===== config.mk =====
export PLATFORM = sky130hd
export DESIGN_NAME = data_memory_arbiter
export DESIGN_NICKNAME = d
export VERILOG_FILES = /design/src/rtl/data_memory_arbiter.sv
export SDC_FILE = /design/constraint.sdc
export NUM_CORES = 1
export LEC_CHECK = 0
export BUFFER_PORTS_ARGS = -buffer_cell sky130_fd_sc_hd__clkbuf_2
export CAP_MARGIN = 40
export CORE_MARGIN = 2
export CORE_UTILIZATION = 42
export DETAILED_ROUTE_END_ITERATION = 16
export PLACE_DENSITY = 0.77
export SYNTH_ARGS = -nofsm -noshare
export SYNTH_HDL_FRONTEND = slang
export SYNTH_SLANG_ARGS = --single-unit

===== constraint.sdc =====
create_clock -name clk_i -period 2.28 [get_ports clk_i]
set_input_delay 0.114 -clock clk_i [delete_from_list [all_inputs] [get_ports clk_i]]
set_output_delay 0.114 -clock clk_i [all_outputs]
set_load 0.01 [all_outputs]

===== src/rtl/data_memory_arbiter.sv =====
// Two-port arbiter and access sequencer for the MEM-stage data memory.
// Port P (pipeline) wins contested grants until a bounded streak forces port D (debug) through.
module data_memory_arbiter #(
  parameter int unsigned ADDR_WIDTH     = 32,
  parameter int unsigned DATA_WIDTH     = 32,
  parameter int unsigned ACCESS_LATENCY = 2,
  parameter int unsigned MAX_PIPE_WINS  = 4
) (
  input  logic                  clk_i,
  input  logic                  rst_ni,
  // Pipeline port
  input  logic                  pipe_req_i,
  input  logic                  pipe_we_i,
  input  logic [ADDR_WIDTH-1:0] pipe_addr_i,
  input  logic [DATA_WIDTH-1:0] pipe_wdata_i,
  output logic [DATA_WIDTH-1:0] pipe_rdata_o,
  output logic                  pipe_done_o,
  output logic                  pipe_stall_o,
  // Debug / loader port
  input  logic                  dbg_req_i,
  input  logic                  dbg_we_i,
  input  logic [ADDR_WIDTH-1:0] dbg_addr_i,
  input  logic [DATA_WIDTH-1:0] dbg_wdata_i,
  output logic [DATA_WIDTH-1:0] dbg_rdata_o,
  output logic                  dbg_done_o,
  // Memory side
  output logic                  mem_read_en_o,
  output logic                  mem_write_en_o,
  output logic [ADDR_WIDTH-1:0] mem_addr_o,
  output logic [DATA_WIDTH-1:0] mem_wdata_o,
  input  logic [DATA_WIDTH-1:0] mem_rdata_i
);

  localparam int unsigned CntW = 4;
  localparam logic [CntW-1:0] LatInit = CntW'(ACCESS_LATENCY - 1);
  localparam logic [CntW-1:0] MaxWins = CntW'(MAX_PIPE_WINS);

  typedef enum logic [1:0] {StIdle, StBusy, StDone} state_e;

  state_e                state_q, state_d;
  logic                  owner_q, owner_d;  // 1: debug port owns the access
  logic                  we_q, we_d;
  logic [ADDR_WIDTH-1:0] addr_q, addr_d;
  logic [DATA_WIDTH-1:0] wdata_q, wdata_d;
  logic [CntW-1:0]       cnt_q, cnt_d;
  logic [CntW-1:0]       wins_q, wins_d;
  logic [DATA_WIDTH-1:0] pipe_rdata_q, pipe_rdata_d;
  logic [DATA_WIDTH-1:0] dbg_rdata_q, dbg_rdata_d;
  logic                  grant_dbg;

  // State register
  always_ff @(posedge clk_i or negedge rst_ni) begin
    if (!rst_ni) begin
      state_q      <= StIdle;
      owner_q      <= 1'b0;
      we_q         <= 1'b0;
      addr_q       <= '0;
      wdata_q      <= '0;
      cnt_q        <= '0;
      wins_q       <= '0;
      pipe_rdata_q <= '0;
      dbg_rdata_q  <= '0;
    end else begin
      state_q      <= state_d;
      owner_q      <= owner_d;
      we_q         <= we_d;
      addr_q       <= addr_d;
      wdata_q      <= wdata_d;
      cnt_q        <= cnt_d;
      wins_q       <= wins_d;
      pipe_rdata_q <= pipe_rdata_d;
      dbg_rdata_q  <= dbg_rdata_d;
    end
  end

  assign grant_dbg = dbg_req_i & (~pipe_req_i | (wins_q == MaxWins));

  // Next-state and datapath
  always_comb begin
    state_d      = state_q;
    owner_d      = owner_q;
    we_d         = we_q;
    addr_d       = addr_q;
    wdata_d      = wdata_q;
    cnt_d        = cnt_q;
    wins_d       = wins_q;
    pipe_rdata_d = pipe_rdata_q;
    dbg_rdata_d  = dbg_rdata_q;
    case (state_q)
      StIdle: begin
        if (!dbg_req_i) begin
          wins_d = '0;
        end
        if (pipe_req_i || dbg_req_i) begin
          state_d = StBusy;
          owner_d = grant_dbg;
          we_d    = grant_dbg ? dbg_we_i    : pipe_we_i;
          addr_d  = grant_dbg ? dbg_addr_i  : pipe_addr_i;
          wdata_d = grant_dbg ? dbg_wdata_i : pipe_wdata_i;
          cnt_d   = LatInit;
          if (grant_dbg) begin
            wins_d = '0;
          end else if (dbg_req_i && (wins_q != MaxWins)) begin
            wins_d = wins_q + 1'b1;
          end
        end
      end
      StBusy: begin
        if (cnt_q == '0) begin
          state_d = StDone;
          if (!we_q) begin
            if (owner_q) begin
              dbg_rdata_d = mem_rdata_i;
            end else begin
              pipe_rdata_d = mem_rdata_i;
            end
          end
        end else begin
          cnt_d = cnt_q - 1'b1;
        end
      end
      StDone: begin
        state_d = StIdle;
      end
      default: begin
        state_d = StIdle;
      end
    endcase
  end

  // Outputs
  always_comb begin
    // A write is issued only on the last busy cycle so an abandoned access never writes
    mem_read_en_o  = (state_q == StBusy) & ~we_q;
    mem_write_en_o = (state_q == StBusy) & we_q & (cnt_q == '0);
    mem_addr_o     = addr_q;
    mem_wdata_o    = wdata_q;
    pipe_done_o    = (state_q == StDone) & ~owner_q;
    dbg_done_o     = (state_q == StDone) & owner_q;
    pipe_rdata_o   = pipe_rdata_q;
    dbg_rdata_o    = dbg_rdata_q;
    pipe_stall_o   = pipe_req_i & ~pipe_done_o;
  end

endmodule


Yosys cells after proc, flatten, opt, wreduce, memory -nomap -nowiden --
Index checks and enable logic that the tools add are counted.
Word-level totals: register bits 140, bits of input ports 166, output and inout port bits 133, logic and storage cells 53
Cells by class: add/subtract/negate cells 2, equality and inequality tests 7, mux-type cells 13, bitwise operators 12, reductions and logical operators 10
Operator list (number):
- 32-bit 2-to-1 mux | 2
- 4-bit 2-to-1 mux | 6
- 4-bit case mux with 2 select lines | 1
- 4-bit AND reduction | 2
- 1-bit bitwise AND | 7
- 2-bit != test (second input constant) | 3
- 4-bit by 1-bit adder with 4-bit output (second input constant) | 1
- 4-bit by 3-bit equality test with 1-bit output (second input constant) | 1
- 4-bit logical NOT | 1
- 2-bit 2-to-1 mux | 2
- 4-bit by 3-bit != test with 1-bit output (second input constant) | 1
- 1-bit NOT | 4
- 2-bit case mux with 2 select lines | 1
- 2-bit AND reduction | 2
- 4-bit by 1-bit subtractor with 4-bit output (second input constant) | 1
- 3-bit AND reduction | 1
- 2-bit by 1-bit equality test with 1-bit output (second input constant) | 1
- 2-bit equality test (second input constant) | 1
- 2-bit logical NOT | 1
- 2-bit nonzero test | 1
- 1-bit logical AND | 1
- 1-bit logical OR | 1
- 1-bit 2-to-1 mux | 1
- 1-bit bitwise OR | 1

Longest topological paths before layout --
Gate-level depths: netlist (run 1).
depth after elaboration 5, depth in mapped cells 8, gate-level depth less buffers 5

Least setup slack after synthesis (run 1) --
No wires, ideal clock.
path kind register to register, start point register cnt_q[0], end point register pipe_rdata_q[10], in the netlist pipe_rdata_o[10], setup time 0.125 ns, data arrival time 2.042 ns, required time 2.155 ns, slack 0.113 ns, cell stages (with the launch flop) 9, buffers on the path 3, clock period less this slack 2.167 ns, cells stage by stage dfrtp_1 inv_1 ha_1 or3b_1 buf_2 or4_4 buf_6 buf_12 mux2_4
Between the ends: word-level cells in the longest chain between the ends 2
Ends and longest elaborated chain:
- from (decl) | line 45 | logic [CntW-1:0] cnt_q, cnt_d;
- from (signal assigned) | line 69 | cnt_q <= cnt_d;
- 4-bit logical NOT | line 109 | if (cnt_q == '0) begin
- 4-bit AND reduction (no source line)
- to (signal assigned) | line 71 | pipe_rdata_q <= pipe_rdata_d;
- to (decl) | line 47 | logic [DATA_WIDTH-1:0] pipe_rdata_q, pipe_rdata_d;
No other way between the ends. A chain may end at the register's enable or synchronous reset.

Final worst setup path (run 1) --
start point register cnt_q[0], end point register dbg_rdata_q[7], in the netlist dbg_rdata_o[7]
Between the ends: word-level cells in the longest chain between the ends 2
Ends and longest elaborated chain:
- 4-bit logical NOT | line 109
- 4-bit AND reduction (no source line)
- to (signal assigned) | line 72 | dbg_rdata_q <= dbg_rdata_d;
- to (decl) | line 48 | logic [DATA_WIDTH-1:0] dbg_rdata_q, dbg_rdata_d;
No other way between the ends.

==> reports/metrics.csv, run 1 <==
stage,metric,value,unit
route,DR WL/cell,21.34,um
clock_tree,worst skew pair latency,0.42,ns
finish,"most common cell after layout, fill and taps aside",clkbuf_2,
synth,"EDFF count, synth",0,
setup_path,CP startpoint,cnt_q[0],
finish,filler cell count,923,
placed_design,Detail Placement HPWL,12970,um
die,Die Area,15810,um2
clock_tree,clk sinks,140,
pwr,P_sw,4.619,mW
global_route,met3 Use GR,7.137,%
route,vias,5996,
setup_path,CP Launch Type,flop,
finish,post-layout util,69.78,%
route,WL final,23140,um
setup_path,"Arr. time, crit path",2.46,ns
synth,Mapped Cells,431,
finish,Nets,1054,
finish,P&R area growth vs syn,62.34,%
finish,multi-input logic area,2445,um2
sta,post-layout min period,2.165,ns
synth,synthesized flop and latch total,140,
setup_path,worst path required time,2.58,ns
die,core footprint,14480,um2
die,Site Rows,44,
global_route,met1 Use GR,33.56,%
sta,Fin Clk Skew,0.009021,ns
sta,setup_tns,0,ns
finish,Final Non-Filler Cells,1084,
sta,fin crit share,94.96,%
synth,Main synth FF type,dfrtp_1,
pwr,power density over the cells,1281,nW/um2
clock_tree,maximum root-to-sink buffer count,2,
pwr,sw frac,35.68,%
route,DR pass1 iterations,7,
sta,relative slew slack,58.02,%
setup_path,CP endpoint kind,flop,
sta,Final setup viols,0,
global_route,grt ovf,0,
setup_path,Worst R2R End,dbg_rdata_o[7],
synth,"Seq/Total Area, Yosys",56.29,%
status,status,"complete, no violations",
global_route,GR Util met2,51.26,%
global_route,vias in the first global route,6672,
route,detailed router's first-iteration violation count,338,
placed_design,Setup WS pre-CTS,0.1503,ns
sta,Fin. Hold Viols,0,
synth,Mapped Nets,601,
clock_tree,Root Buffer,clkbuf_16,
clock_tree,CTS tree,yes,
synth,Ys Warns,0,
die,initial core utilization,42.98,%
finish,share of layout cells above drive strength 1,45.93,%
sta,final setup margin,0.1148,ns
global_route,initial antenna violation count,2,
synth,"Async S/R FF share, synth",100.0,%
sta,tightest hold margin,0.06724,ns
route,drt drc,0,
pwr,combinational power share,42.4,%
synth,Avg Inst Size Synth,14.44,um2
synth,Synth cell types,35,
setup_path,worst setup path end,dbg_rdata_o[7],
global_route,largest net degree at the start of global routing,64,
sta,Tightest Pin Transition,0.6296,ns
finish,"commonest cells after routing, fill and taps aside","297 x clkbuf_2, 163 x dlygate4sd3_1, 140 x dfrtp_1",
pwr,sequential share of power,35.6,%
setup_path,crit path max fanout,32,
global_route,first-pass GRT wire length,36410,um
clock_tree,clk slew on worst S/H paths,0.06,ns
setup_path,r2r setup slk,0.11,ns
clock_tree,htree depth,4,
sta,RSZ-0062 raised after global routing,false,
hold_path,Hold Startpoint,dbg_req_i,
clock_tree,Post-CTS Setup Inserts,0,
global_route,GRT busiest layer,met2,
placed_design,gpl congestion,0.8603,
sta,Achievable Freq,461.9,MHz
synth,Synth Cell Area,6223,um2
clock_tree,total CTS buffers,17,
sta,"Slew Viols, Final",0,
placed_design,DP Cell Count,886,
global_route,GRT Resource Usage Total,29.44,%
pwr,Clock Power Share,22.0,%
setup_path,worst r2r path cells,6,
hold_path,hold crit path type,in -> reg,
pwr,internal power,8.325,mW
finish,Register Area,3503,um2
route,ANT nets after route,0,
route,Via density,5.531,
setup_path,Crit Path Class,reg -> reg,
pwr,static leakage,5.110,nW
flow_run,max-cap violation count,0,
setup_path,worst r2r src,cnt_q[0],
placed_design,I/O Buffers,298,
die,Die Wd,125.7,um
pwr,Worst VDD drop,670.4,uV
die,die height,125.7,um
die,num ports,299,
## how the worst min path moves through the flow
stage               depth (start not counted)  slack, ns               to
floorplan                                   0      -0.18         cnt_q[0]
global placement                            1       0.13  dbg_rdata_o[15]
detailed placement                          1       0.14  dbg_rdata_o[15]
CTS                                         3       0.05        wins_q[1]
global route                                3       0.06        wins_q[1]
finish                                      3       0.07        wins_q[1]
## worst max-delay path: stages, from the launching register on
cell     delay [ns]
dfrtp_1        0.40
inv_1          0.10
ha_1           0.15
or3b_1         0.38
or4_4          0.44
buf_12         0.20
mux2_4         0.33
## cells in the mapped netlist, types with 2 or more instances
cell type	number	share of area, %
a21boi_0	65	7.8
a221o_1	65	10
buf_12	6	1.9
buf_2	5	0.40
buf_6	2	0.36
clkbuf_1	26	1.6
dfrtp_1	140	56
ha_1	4	0.80
inv_1	8	0.48
mux2_2	4	0.72
mux2_4	60	14
mux2i_1	3	0.48
nand2_1	7	0.42
nand3_1	3	0.24
nand4_1	3	0.30
nor2_1	4	0.24
nor2b_1	2	0.20
nor3b_1	2	0.24
o21ai_0	5	0.40
or4_4	2	0.36
## sequential cells by signal (all words and copies together) (netlist names)
name,count
we_q,1
state_q,2
mem_wdata_o,32
cnt_q,4
mem_addr_o,32
dbg_rdata_o,32
wins_q,4
pipe_rdata_o,32
owner_q,1
## cells by family (layout without fill, tap and decap cells)
| kind of cell | count (synthesis) | count (layout) | synth area share (%) |
|---|---|---|---|
| fa+ha+maj | 4 | 4 | 0.8042 |
| mux | 67 | 67 | 15.68 |
| buf+inv | 47 | 513 | 4.745 |
| simple gates | 30 | 30 | 2.754 |
| flops | 140 | 140 | 56.29 |
| other cells | 0 | 3 | 0 |
| compound gates | 143 | 143 | 19.72 |
## layout make-up
| cell class | count | share of cell area (%) |
|---|---|---|
| Tap cell | 184 | 2.279 |
| Inverter | 8 | 0.2972 |
| Clock buffer | 18 | 4.347 |
| Antenna cell | 3 | 0.07430 |
| Timing Repair Buffer | 473 | 32.48 |
| Sequential cell | 140 | 34.68 |
| Multi-Input combinational cell | 244 | 24.20 |
| Clock inverter | 14 | 1.647 |
## routing by layer
metal	part of all wire, %	routed length (um)
met5	0	0
met4	4.6	1060
met3	6.8	1579
met2	50	11640
met1	38	8860
## per-stage QoR
stage	total power [mW]	cell area, um2
2_1_floorplan	7.538	6223
3_3_place_gp	9.368	7859
3_5_place_dp	9.590	7859
4_1_cts	12.72	10100
5_1_grt	13.60	10100
6_report	12.94	10100
## power groups by stage
stage                     Combinational, mW  Clock, mW  Sequential [mW]
after floorplan                        2.65          0             4.88
after global placement                 4.92          0             4.45
after detailed placement               5.09          0             4.50
after CTS                              5.33       2.89             4.50
after global routing                   5.88       3.01             4.71
final                                  5.49       2.85             4.61
## repair_timing
action,CTS,global route
endpoints found under the setup margin,0,0
hold endpoints to repair,190,0
resized for setup,0,0
hold buffers,163,0
Power figures use the tool's default switching activity.
==> inputs of run 2 (changes only) <==
--- a/config.mk
+++ b/config.mk
@@ -8,9 +8,10 @@
 export BUFFER_PORTS_ARGS = -buffer_cell sky130_fd_sc_hd__clkbuf_2
 export CAP_MARGIN = 40
 export CORE_MARGIN = 2
-export CORE_UTILIZATION = 42
+export CORE_UTILIZATION = 43
+export CTS_BUF_LIST = sky130_fd_sc_hd__clkbuf_8
 export DETAILED_ROUTE_END_ITERATION = 16
-export PLACE_DENSITY = 0.77
+export PLACE_DENSITY = 0.78
 export SYNTH_ARGS = -nofsm -noshare
 export SYNTH_HDL_FRONTEND = slang
 export SYNTH_SLANG_ARGS = --single-unit
==> run 2 against run 1 <==
Cell count down 0.28%. Clock power down 26%. Global-route usage down 0.99 points. Core utilization up 1.3 points. Via count down 2.1%. Critical path type unchanged. Combinational power about the same.
==> reports/metrics.csv, run 2 (same netlist as run 1, synthesis figures left out) <==
stage,metric,value,unit
route,DR WL/cell,20.31,um
pwr,Clock Power Share,17.3,%
sta,Final setup viols,0,
setup_path,Crit Path Class,reg -> reg,
route,ANT nets after route,0,
route,WL final,21960,um
global_route,initial antenna violation count,0,
finish,"most common cell after layout, fill and taps aside",clkbuf_2,
global_route,GRT Resource Usage Total,28.45,%
global_route,largest net degree at the start of global routing,63,
placed_design,placed cell area,7859,um2
clock_tree,clk sinks,140,
setup_path,CP endpoint kind,flop,
route,drt drc,0,
die,initial core utilization,44.49,%
clock_tree,clk slew on worst S/H paths,0.08,ns
clock_tree,maximum root-to-sink buffer count,2,
sta,setup_tns,0,ns
die,num ports,299,
global_route,grt ovf,0,
pwr,"Power, Total",12.17,mW
hold_path,hold crit path type,in -> reg,
route,Via density,5.431,
die,Die Area,15450,um2
pwr,sequential share of power,37.5,%
pwr,internal power,7.717,mW
pwr,P_sw,4.456,mW
finish,"commonest cells after routing, fill and taps aside","297 x clkbuf_2, 163 x dlygate4sd3_1, 140 x dfrtp_1",
clock_tree,CTS tree,yes,
finish,share of layout cells above drive strength 1,46.05,%
sta,relative slew slack,66.41,%
placed_design,gpl congestion,0.8271,
pwr,power density over the cells,1224,nW/um2
clock_tree,htree depth,4,
setup_path,worst path required time,2.60,ns
die,Die Wd,124.3,um
global_route,vias in the first global route,6448,
placed_design,Detail Placement HPWL,12800,um
pwr,Worst VDD drop,645.1,uV
sta,RSZ-0062 raised after global routing,false,
setup_path,"Arr. time, crit path",2.54,ns
setup_path,crit path max fanout,5,
clock_tree,worst skew pair latency,0.44,ns
pwr,combinational power share,45.2,%
sta,tightest hold margin,0.04933,ns
die,core footprint,13990,um2
die,die height,124.3,um
setup_path,CP Launch Type,flop,
finish,Nets,1056,
route,DR pass1 iterations,5,
sta,post-layout min period,2.221,ns
sta,Fin Clk Skew,0.01723,ns
sta,"Slew Viols, Final",0,
finish,Final Cell Area,9942,um2
sta,fin crit share,97.43,%
clock_tree,total CTS buffers,17,
status,status,"complete, no violations",
sta,Fin. Hold Viols,0,
pwr,static leakage,5.043,nW
route,vias,5871,
global_route,first-pass GRT wire length,35020,um
route,detailed router's first-iteration violation count,436,
pwr,sw frac,36.61,%
setup_path,r2r setup slk,0.06,ns
die,Site Rows,43,
clock_tree,Root Buffer,clkbuf_8,
finish,P&R area growth vs syn,59.75,%
flow_run,max-cap violation count,0,
placed_design,I/O Buffers,298,
sta,Achievable Freq,450.2,MHz
sta,Tightest Pin Transition,0.5039,ns
run 2: cell types whose count changed in the layout (fill, tap and decap cells not counted), moves of 2 or more:
cell and delta:
clkinvlp_4 -2, clkbuf_16 -17, clkbuf_8 +17, clkinv_4 +3
run 2: power by group through the flow:
stage,clock (mW),combinational (mW),sequential (mW)
2_1_floorplan,0,2.65,4.88
3_3_place_gp,0,4.93,4.44
3_5_place_dp,0,5.10,4.50
4_1_cts,2.14,5.36,4.49
5_1_grt,2.28,5.89,4.69
6_report,2.11,5.50,4.56
run 2: what timing repair did:
item                       in CTS  in global routing
hold endpoints to repair      180                  0
buffers inserted                0                  3
setup endpoints to repair       0                  2
hold buffers                  163                  0
resized for setup               0                  1
run 2: layout make-up:
| type | count | area, um2 |
|---|---|---|
| antenna | 2 | 5.005 |
| clock buffer | 18 | 247.7 |
| clock inverter | 14 | 168.9 |
| fill | 893 | 4046 |
| inverter | 8 | 30.03 |
| multi-input combinational | 244 | 2452 |
| sequential | 140 | 3503 |
| tap | 180 | 225.2 |
| timing repair buffer | 475 | 3309 |
run 2: metrics by stage:
stage | setup WS, ns | instances | utilization (%)
CTS | 0.01802 | 1076 | 70.82
global route | 0.003613 | 1079 | 71.04
floorplan | 0.1133 | 431 | -
detailed placement | 0.1264 | 881 | 56.18
finish | 0.05852 | 1081 | 71.07
global placement | 0.1981 | 880 | 56.04
run 2: worst paths after layout:
check,from,end,depth (start not counted)
max in group asynchronous,rst_ni,we_q,3
max,wins_q[0],mem_addr_o[29],6
max reg2reg,wins_q[0],mem_addr_o[29],6
min in group asynchronous,rst_ni,dbg_rdata_o[27],2
min reg2reg,cnt_q[3],cnt_q[3],1
min,dbg_req_i,wins_q[1],3
run 2: per-layer routing:
layer,up-vias,GRT usage (%),wire length (um)
li1,2560,-,-
met1,2862,33.80,8427
met2,377,47.19,10800
met3,72,9.278,1837
met4,0,12.69,890
met5,-,0,0
run 2: critical path, stage by stage (launching register included):
cell	delay [ns]
dfrtp_1	0.43
inv_1	0.09
ha_1	0.16
nand3b_1	0.20
o211a_4	0.33
a221o_1	0.35
dlygate4sd3_1	0.55
